==> src/rtl/gerenciador_de_posicionamento_pkg.sv <==
`default_nettype none
// ============================================================================
// Module : gerenciador_de_posicionamento_pkg
// Brief  : Shared grid constants, ship-length table and game-phase encodings
//          used by the positioning manager and the attack manager.
// Rev    : 1.0 - initial release
// ============================================================================
package gerenciador_de_posicionamento_pkg;

    localparam int NUM_COLUNAS     = 5;
    localparam int NUM_LINHAS      = 7;
    localparam int NUM_CELULAS     = NUM_COLUNAS * NUM_LINHAS;
    localparam int MAX_COMPRIMENTO = 3;

    // Game phase of the positioning manager
    typedef enum logic [1:0] {
        OCIOSO       = 2'd0,
        POSICIONANDO = 2'd1,
        CONCLUIDO    = 2'd2
    } estado_t;

    // Ship length table: ship 0 is the longest, ship 2 a single cell
    function automatic logic [1:0] comprimento_navio(input logic [1:0] idx);
        case (idx)
            2'd0:    return 2'd3;
            2'd1:    return 2'd2;
            default: return 2'd1;
        endcase
    endfunction

endpackage
`default_nettype wire

==> src/rtl/gerenciador_de_posicionamento_gerador_de_mascara.sv <==
`default_nettype none
// ============================================================================
// Module : gerador_de_mascara
// Brief  : Builds the cell mask of a ship candidate (bit = col*7 + row) and
//          reports whether every cell of the ship lies inside the grid.
// Rev    : 1.0 - initial release
// ============================================================================
module gerador_de_mascara
    import gerenciador_de_posicionamento_pkg::*;
(
    input  logic [2:0]             i_coluna,
    input  logic [2:0]             i_linha,
    input  logic                   i_orientacao,
    input  logic [1:0]             i_comprimento,
    output logic [NUM_CELULAS-1:0] o_mascara,
    output logic                   o_dentro_da_grade
);

    logic       w_coord_ok;
    logic [3:0] w_fim_coluna;
    logic [3:0] w_fim_linha;

    // Bow must be on the grid, otherwise the mask is empty
    assign w_coord_ok   = (i_coluna <= 3'(NUM_COLUNAS - 1)) && (i_linha <= 3'(NUM_LINHAS - 1));
    assign w_fim_coluna = {1'b0, i_coluna} + {2'b00, i_comprimento} - 4'd1;
    assign w_fim_linha  = {1'b0, i_linha}  + {2'b00, i_comprimento} - 4'd1;

    // Stern must also be on the grid along the chosen direction
    always_comb begin
        o_dentro_da_grade = w_coord_ok && (i_comprimento != 2'd0) &&
                            (i_orientacao ? (w_fim_linha  <= 4'(NUM_LINHAS - 1))
                                          : (w_fim_coluna <= 4'(NUM_COLUNAS - 1)));
    end

    // Mark each in-grid cell covered by the candidate; off-grid cells are dropped
    always_comb begin
        logic [3:0] v_col;
        logic [3:0] v_lin;
        logic [5:0] v_idx;
        o_mascara = '0;
        for (int k = 0; k < MAX_COMPRIMENTO; k++) begin
            v_col = {1'b0, i_coluna} + (i_orientacao ? 4'd0 : 4'(k));
            v_lin = {1'b0, i_linha}  + (i_orientacao ? 4'(k) : 4'd0);
            v_idx = 6'(int'(v_col) * NUM_LINHAS + int'(v_lin));
            if (w_coord_ok && (k < int'(i_comprimento)) &&
                (v_col <= 4'(NUM_COLUNAS - 1)) && (v_lin <= 4'(NUM_LINHAS - 1))) begin
                o_mascara[v_idx] = 1'b1;
            end
        end
    end

endmodule
`default_nettype wire

==> src/rtl/gerenciador_de_posicionamento.sv <==
`default_nettype none
// ============================================================================
// Module : gerenciador_de_posicionamento
// Brief  : Ship positioning phase of the game. Each rising edge of the
//          confirm button tries to place the current ship; valid placements
//          are committed into the fleet map, invalid ones light LED_R.
// Rev    : 1.0 - initial release
// ============================================================================
module gerenciador_de_posicionamento
    import gerenciador_de_posicionamento_pkg::*;
#(
    parameter int NUM_NAVIOS = 3
) (
    input  logic       clock,
    input  logic       reset_n,
    input  logic       enable,
    input  logic       confirmar,
    input  logic [2:0] coordColuna,
    input  logic [2:0] coordLinha,
    input  logic       orientacao,
    output logic [6:0] mapa0,
    output logic [6:0] mapa1,
    output logic [6:0] mapa2,
    output logic [6:0] mapa3,
    output logic [6:0] mapa4,
    output logic [6:0] previa0,
    output logic [6:0] previa1,
    output logic [6:0] previa2,
    output logic [6:0] previa3,
    output logic [6:0] previa4,
    output logic [1:0] navio_atual,
    output logic       pronto,
    output logic       LED_R,
    output logic       LED_G
);

    localparam logic [1:0] c_ULTIMO_NAVIO = 2'(NUM_NAVIOS - 1);

    estado_t                r_estado;
    logic [NUM_CELULAS-1:0] r_mapa;
    logic [1:0]             r_navio;
    logic                   r_led_r;
    logic                   r_led_g;
    logic                   r_confirmar_q;

    estado_t                w_prox_estado;
    logic [NUM_CELULAS-1:0] w_prox_mapa;
    logic [1:0]             w_prox_navio;
    logic                   w_prox_led_r;
    logic                   w_prox_led_g;

    logic [NUM_CELULAS-1:0] w_mascara;
    logic                   w_dentro;
    logic                   w_borda;
    logic                   w_valido;
    logic [NUM_CELULAS-1:0] w_previa;

    gerador_de_mascara u_gerador_de_mascara (
        .i_coluna          (coordColuna),
        .i_linha           (coordLinha),
        .i_orientacao      (orientacao),
        .i_comprimento     (comprimento_navio(r_navio)),
        .o_mascara         (w_mascara),
        .o_dentro_da_grade (w_dentro)
    );

    assign w_borda  = confirmar & ~r_confirmar_q;
    assign w_valido = w_dentro && ((w_mascara & r_mapa) == '0);

    // State and datapath registers; confirmar_q resets high so a button held
    // through reset release is not seen as a new press
    always_ff @(posedge clock or negedge reset_n) begin
        if (!reset_n) begin
            r_estado      <= OCIOSO;
            r_mapa        <= '0;
            r_navio       <= 2'd0;
            r_led_r       <= 1'b0;
            r_led_g       <= 1'b0;
            r_confirmar_q <= 1'b1;
        end else begin
            r_estado      <= w_prox_estado;
            r_mapa        <= w_prox_mapa;
            r_navio       <= w_prox_navio;
            r_led_r       <= w_prox_led_r;
            r_led_g       <= w_prox_led_g;
            r_confirmar_q <= confirmar;
        end
    end

    // Next-state logic; enable low wins over any confirm press
    always_comb begin
        w_prox_estado = r_estado;
        w_prox_mapa   = r_mapa;
        w_prox_navio  = r_navio;
        w_prox_led_r  = r_led_r;
        w_prox_led_g  = r_led_g;
        if (!enable) begin
            w_prox_estado = OCIOSO;
            w_prox_mapa   = '0;
            w_prox_navio  = 2'd0;
            w_prox_led_r  = 1'b0;
            w_prox_led_g  = 1'b0;
        end else begin
            case (r_estado)
                OCIOSO: w_prox_estado = POSICIONANDO;
                POSICIONANDO: begin
                    if (w_borda) begin
                        if (w_valido) begin
                            w_prox_mapa  = r_mapa | w_mascara;
                            w_prox_led_g = 1'b1;
                            w_prox_led_r = 1'b0;
                            if (r_navio == c_ULTIMO_NAVIO) begin
                                w_prox_estado = CONCLUIDO;
                            end else begin
                                w_prox_navio = r_navio + 2'd1;
                            end
                        end else begin
                            w_prox_led_r = 1'b1;
                            w_prox_led_g = 1'b0;
                        end
                    end
                end
                CONCLUIDO: w_prox_estado = CONCLUIDO;
                default:   w_prox_estado = OCIOSO;
            endcase
        end
    end

    // Preview overlays the candidate only while a ship is being placed
    assign w_previa = (r_estado == POSICIONANDO) ? (r_mapa | w_mascara) : r_mapa;

    assign mapa0   = r_mapa[0*NUM_LINHAS +: NUM_LINHAS];
    assign mapa1   = r_mapa[1*NUM_LINHAS +: NUM_LINHAS];
    assign mapa2   = r_mapa[2*NUM_LINHAS +: NUM_LINHAS];
    assign mapa3   = r_mapa[3*NUM_LINHAS +: NUM_LINHAS];
    assign mapa4   = r_mapa[4*NUM_LINHAS +: NUM_LINHAS];
    assign previa0 = w_previa[0*NUM_LINHAS +: NUM_LINHAS];
    assign previa1 = w_previa[1*NUM_LINHAS +: NUM_LINHAS];
    assign previa2 = w_previa[2*NUM_LINHAS +: NUM_LINHAS];
    assign previa3 = w_previa[3*NUM_LINHAS +: NUM_LINHAS];
    assign previa4 = w_previa[4*NUM_LINHAS +: NUM_LINHAS];

    assign navio_atual = r_navio;
    assign pronto      = (r_estado == CONCLUIDO);
    assign LED_R       = r_led_r;
    assign LED_G       = r_led_g;

endmodule
`default_nettype wire

==> config.mk <==
export PLATFORM = sky130hd
export DESIGN_NAME = gerenciador_de_posicionamento
export DESIGN_NICKNAME = d
export VERILOG_FILES = /design/src/rtl/gerenciador_de_posicionamento_pkg.sv /design/src/rtl/gerenciador_de_posicionamento_gerador_de_mascara.sv /design/src/rtl/gerenciador_de_posicionamento.sv
export SDC_FILE = /design/constraint.sdc
export NUM_CORES = 1
export LEC_CHECK = 0
export CAP_MARGIN = 20
export CORE_MARGIN = 1
export CORE_UTILIZATION = 55
export CTS_BUF_LIST = sky130_fd_sc_hd__clkbuf_16
export DETAILED_ROUTE_END_ITERATION = 8
export PLACE_DENSITY = 0.82
export REMOVE_ABC_BUFFERS = 1
export SYNTH_ARGS = -nofsm -noshare
export SYNTH_HDL_FRONTEND = slang
export SYNTH_HIERARCHICAL = 1
export SYNTH_SLANG_ARGS = --single-unit
==> constraint.sdc <==
create_clock -name clock -period 22.5 [get_ports clock]
set_input_delay 6.75 -clock clock [delete_from_list [all_inputs] [get_ports clock]]
set_output_delay 6.75 -clock clock [all_outputs]
set_load 0.01 [all_outputs]
==> results.txt <==
- The flow ran to the end, and the final reports show no timing, DRC or antenna violations.
- For the worst-skew pair, the clock arrives at the later sink with an insertion delay of 290 ps.
- Post-CTS setup buffer count: 0
* Maximum clock skew at final layout: ~6.5 ps
- Synth top area share: 0.205
- The worst hold path begins at LED_G.
* Global placement routability congestion: 1.01
* Slack of the worst reg-to-reg path: ~18000 ps
- Headroom to the max-slew limit came out at 0.233.
- Cell area after synthesis: 5010 um2
* Average cell area after synthesis: about 8.7 um2
- Slew of the pin with the lowest slew margin: ~1100 ps
- Of all nets on the critical path, the largest fanout is 8.
* CTS clock-pin slew for the worst setup and hold paths: 60 ps
* H-tree Lvls: 2
- The total overflow left after global routing is 0.
- The die covers 9490 um2.
- Cell taking the most area after synthesis: sky130_fd_sc_hd__dfrtp_1
- CTS root buf: sky130_fd_sc_hd__clkbuf_16
- Number of max-cap violations: 0
* Type of the worst setup path: in2out
- Entering global routing, the biggest net connects 46 pins.
* Leading cell type by number of instances after synthesis: sky130_fd_sc_hd__ha_1
- Number of different library cells in the post-synthesis netlist: 58
- Synthesis Warnings: 6
- No sink is reached through more buffers than the 2 on the longest clock path.
- Post-CTS repair changed the size of 0 cells.
- The worst setup path is captured at an output port.
- Area contributors post-synth: sky130_fd_sc_hd__dfrtp_1 (20%), sky130_fd_sc_hd__ha_1 (13%), sky130_fd_sc_hd__fa_1 (6.8%)
- In the final layout, the share of cells above drive strength 1 is 0.0526.
- Measured along the x axis, the die boundary spans 97.4 um.
* Leading register cell type out of synthesis: sky130_fd_sc_hd__dfrtp_1
- Summed over all failing endpoints, the final setup total negative slack is 0 ps.
- Synth Instances: 578
- The initial utilization of the core area, before any placement, comes to 0.572.
- At the worst endpoint, the arrival time is roughly 12000 ps.
- At the end of the flow, the number of nets in the layout was 725.
- The worst hold path terminates at LED_G.
- Counting flops and latches in the post-synthesis netlist gives 42.
* Buffers added on ports: 85
- In the finished design, the share of the clock period the worst path needs comes to 0.841.
- Pwr Density: 67.6 nW/um2
- After detailed routing, the number of vias per cell comes to 6.67.
- In this run, placement finished with an instance count of 747.
- The first global-routing pass estimated about 26 mm of wire.
- The floorplan step set the die height to 97.4 um.
* RSZ-0062 raised after global routing: false
* Clock tree from TritonCTS: yes
- Final Non-Filler Cells: ~760
- Number of placement rows: 34
* Peak clock frequency supported by timing: 52.8 MHz
- The via count of the first global-routing pass was a little under 5000.
- VDD IR max: between 0.07 and 0.08 mV
- After legalization and detailed placement, the total HPWL measured ~12 mm.
- Number of hold buffers added after cts: 0
- Number of max-slew violations in the final report: 0
* Antenna violations before repair: 0
* Number of buffers added by the clock tree synthesis step: 5
* Top cells by instance count after synthesis: sky130_fd_sc_hd__ha_1 (51), sky130_fd_sc_hd__inv_1 (49), sky130_fd_sc_hd__nand3_1 (45)
* Filler cell count: 732
* Worst Reg-to-Reg Cells: 17
- After detailed routing, the average wire length per cell comes to 20.7 um.
* Worst slack on hold paths: 575 ps
- The area growth from synthesis to layout is 20.9%.
- In this run the count of I/O pins placed on the die edge is 86.
- In this run the worst hold path is classified as reg2reg.
- Yosys mapped a number of flops with a built-in enable equal to 0.
- Number of hold violations in the final report: 0
- After detailed routing, the number of remaining DRC violations is 0.
- Async set-reset flop share out of synthesis: 1.00
- Wires add up to 15.6 mm.
- In this run the remaining antenna-violating nets after routing total 0.
- For this run, the register share of the synthesized area comes to 0.210.
* Leak Pwr: 2.69 nW
* Total routing usage reported by global routing: 0.330
* Final critical-path required period: 18920 ps
- The detailed router finished its first iteration with approximately 460 violations.
- Data required time of the worst path: between 15000 and 20000 ps
- Worst Hold Path Cells: 2
- In this run the standard cell core region covers 8760 um2.
- First-pass detailed-route iteration total: 5
- Origin of the critical flop-to-flop path: navio_atual[0]
- The clock net in this run drives a total of 42 sinks.
- Total setup violations reported at the end of the flow: 0
- Diodes inserted: 0
- The endpoint identified for the worst register-to-register timing path is navio_atual[1].
* Count of vias placed by the detailed router: 5033
* Startpoint kind of the worst setup timing path: input pin
flip-flops by register name (all words and copies together) (netlist names):
signal and cells:
r_estado 2, LED_G 1, LED_R 1, r_confirmar_q 1
r_mapa 35, navio_atual 2
worst max-delay path, stage by stage:
cell and delay [ps]:
sky130_fd_sc_hd__clkdlybuf4s50_1 630, sky130_fd_sc_hd__ha_1 340, sky130_fd_sc_hd__ha_1 200, sky130_fd_sc_hd__xnor2_1 270, sky130_fd_sc_hd__fa_1 610, sky130_fd_sc_hd__inv_1 50, sky130_fd_sc_hd__fa_1 540, sky130_fd_sc_hd__inv_1 70
sky130_fd_sc_hd__fa_1 700, sky130_fd_sc_hd__nor2b_1 410, sky130_fd_sc_hd__inv_1 80, sky130_fd_sc_hd__nor4_1 460, sky130_fd_sc_hd__a32oi_1 110, sky130_fd_sc_hd__o21ai_1 230, sky130_fd_sc_hd__a21o_1 170, sky130_fd_sc_hd__clkdlybuf4s50_1 540
report_power, final:
group	total, mW	switching (mW)	internal, mW
registers	0.0799	0.00201	0.0779
logic	0.245	0.168	0.0765
clock network	0.0845	0.0325	0.0520
layout by cell type (no fill, tap or decap), types with 6 or more instances in the layout:
cell type / Yosys / final
sky130_fd_sc_hd__xor2_1: 8 / 8
sky130_fd_sc_hd__nand2b_1: 9 / 9
sky130_fd_sc_hd__o221ai_1: 9 / 9
sky130_fd_sc_hd__ha_1: 51 / 51
sky130_fd_sc_hd__nor3_1: 8 / 8
sky130_fd_sc_hd__clkdlybuf4s50_1: 0 / 84
sky130_fd_sc_hd__a21oi_1: 8 / 8
sky130_fd_sc_hd__nor2_1: 18 / 17
sky130_fd_sc_hd__fa_1: 17 / 17
sky130_fd_sc_hd__nor2b_1: 40 / 40
sky130_fd_sc_hd__nand4_1: 22 / 22
sky130_fd_sc_hd__a21o_1: 37 / 37
sky130_fd_sc_hd__nand3_1: 45 / 45
sky130_fd_sc_hd__dfrtp_1: 41 / 41
sky130_fd_sc_hd__a41oi_1: 35 / 35
sky130_fd_sc_hd__o211ai_1: 18 / 18
sky130_fd_sc_hd__inv_1: 49 / 50
sky130_fd_sc_hd__nand2_1: 43 / 43
sky130_fd_sc_hd__xnor2_1: 6 / 6
sky130_fd_sc_hd__a22oi_1: 17 / 17
cells by family (layout without fill, tap and decap cells):
kind of cell	after synthesis	after routing	share of synthesized area
buffers and inverters	78	147	0.0652
DFF	42	42	0.210
AOI/OAI and AO/OA	153	153	0.245
and+or+nand+nor	219	219	0.252
adders and majority gates	68	68	0.195
muxes	4	4	0.00799
xor gates and xnor gates	14	14	0.0245
metal layers:
layer	share of wire	global-route usage	wire, um	vias to the layer above
met5	0	0	0	-
met4	0.032	0.130	500	0
met3	0.063	0.0396	989	39
met2	0.46	0.522	7230	241
met1	0.44	0.461	6870	2455
li1	-	-	-	2298
worst max path at each step:
stage                        start    endpoint  slack [ps]  depth (start not counted)
floorplan               orientacao  previa1[2]        5450                         15
global placement    coordColuna[0]  previa1[2]        3640                         16
detailed placement  coordColuna[0]  previa1[2]        3650                         16
CTS                 coordColuna[0]  previa1[2]        3610                         16
global route        coordColuna[0]  previa1[5]        3330                         15
finish              coordColuna[0]  previa1[2]        3580                         16
layout make-up:
cell class	instances	area, um2	area share
Inverter	49	184	0.0304
Clock inverter	3	41.3	0.00682
Multi-Input combinational cell	458	3630	0.600
Timing Repair Buffer	90	883	0.146
Tap cell	108	135	0.0223
Sequential cell	42	1050	0.174
Clock buffer	5	125	0.0207
per-stage QoR:
step	util	total power, mW	instance area (um2)	setup WS, ps
after floorplan	-	0.250	4870	5450
after global placement	0.672	0.310	5890	3640
after detailed placement	0.672	0.318	5890	3650
after CTS	0.691	0.403	6050	3610
after global routing	0.691	0.432	6050	3330
final	0.691	0.409	6050	3580
(Power assumes the default switching activity.)
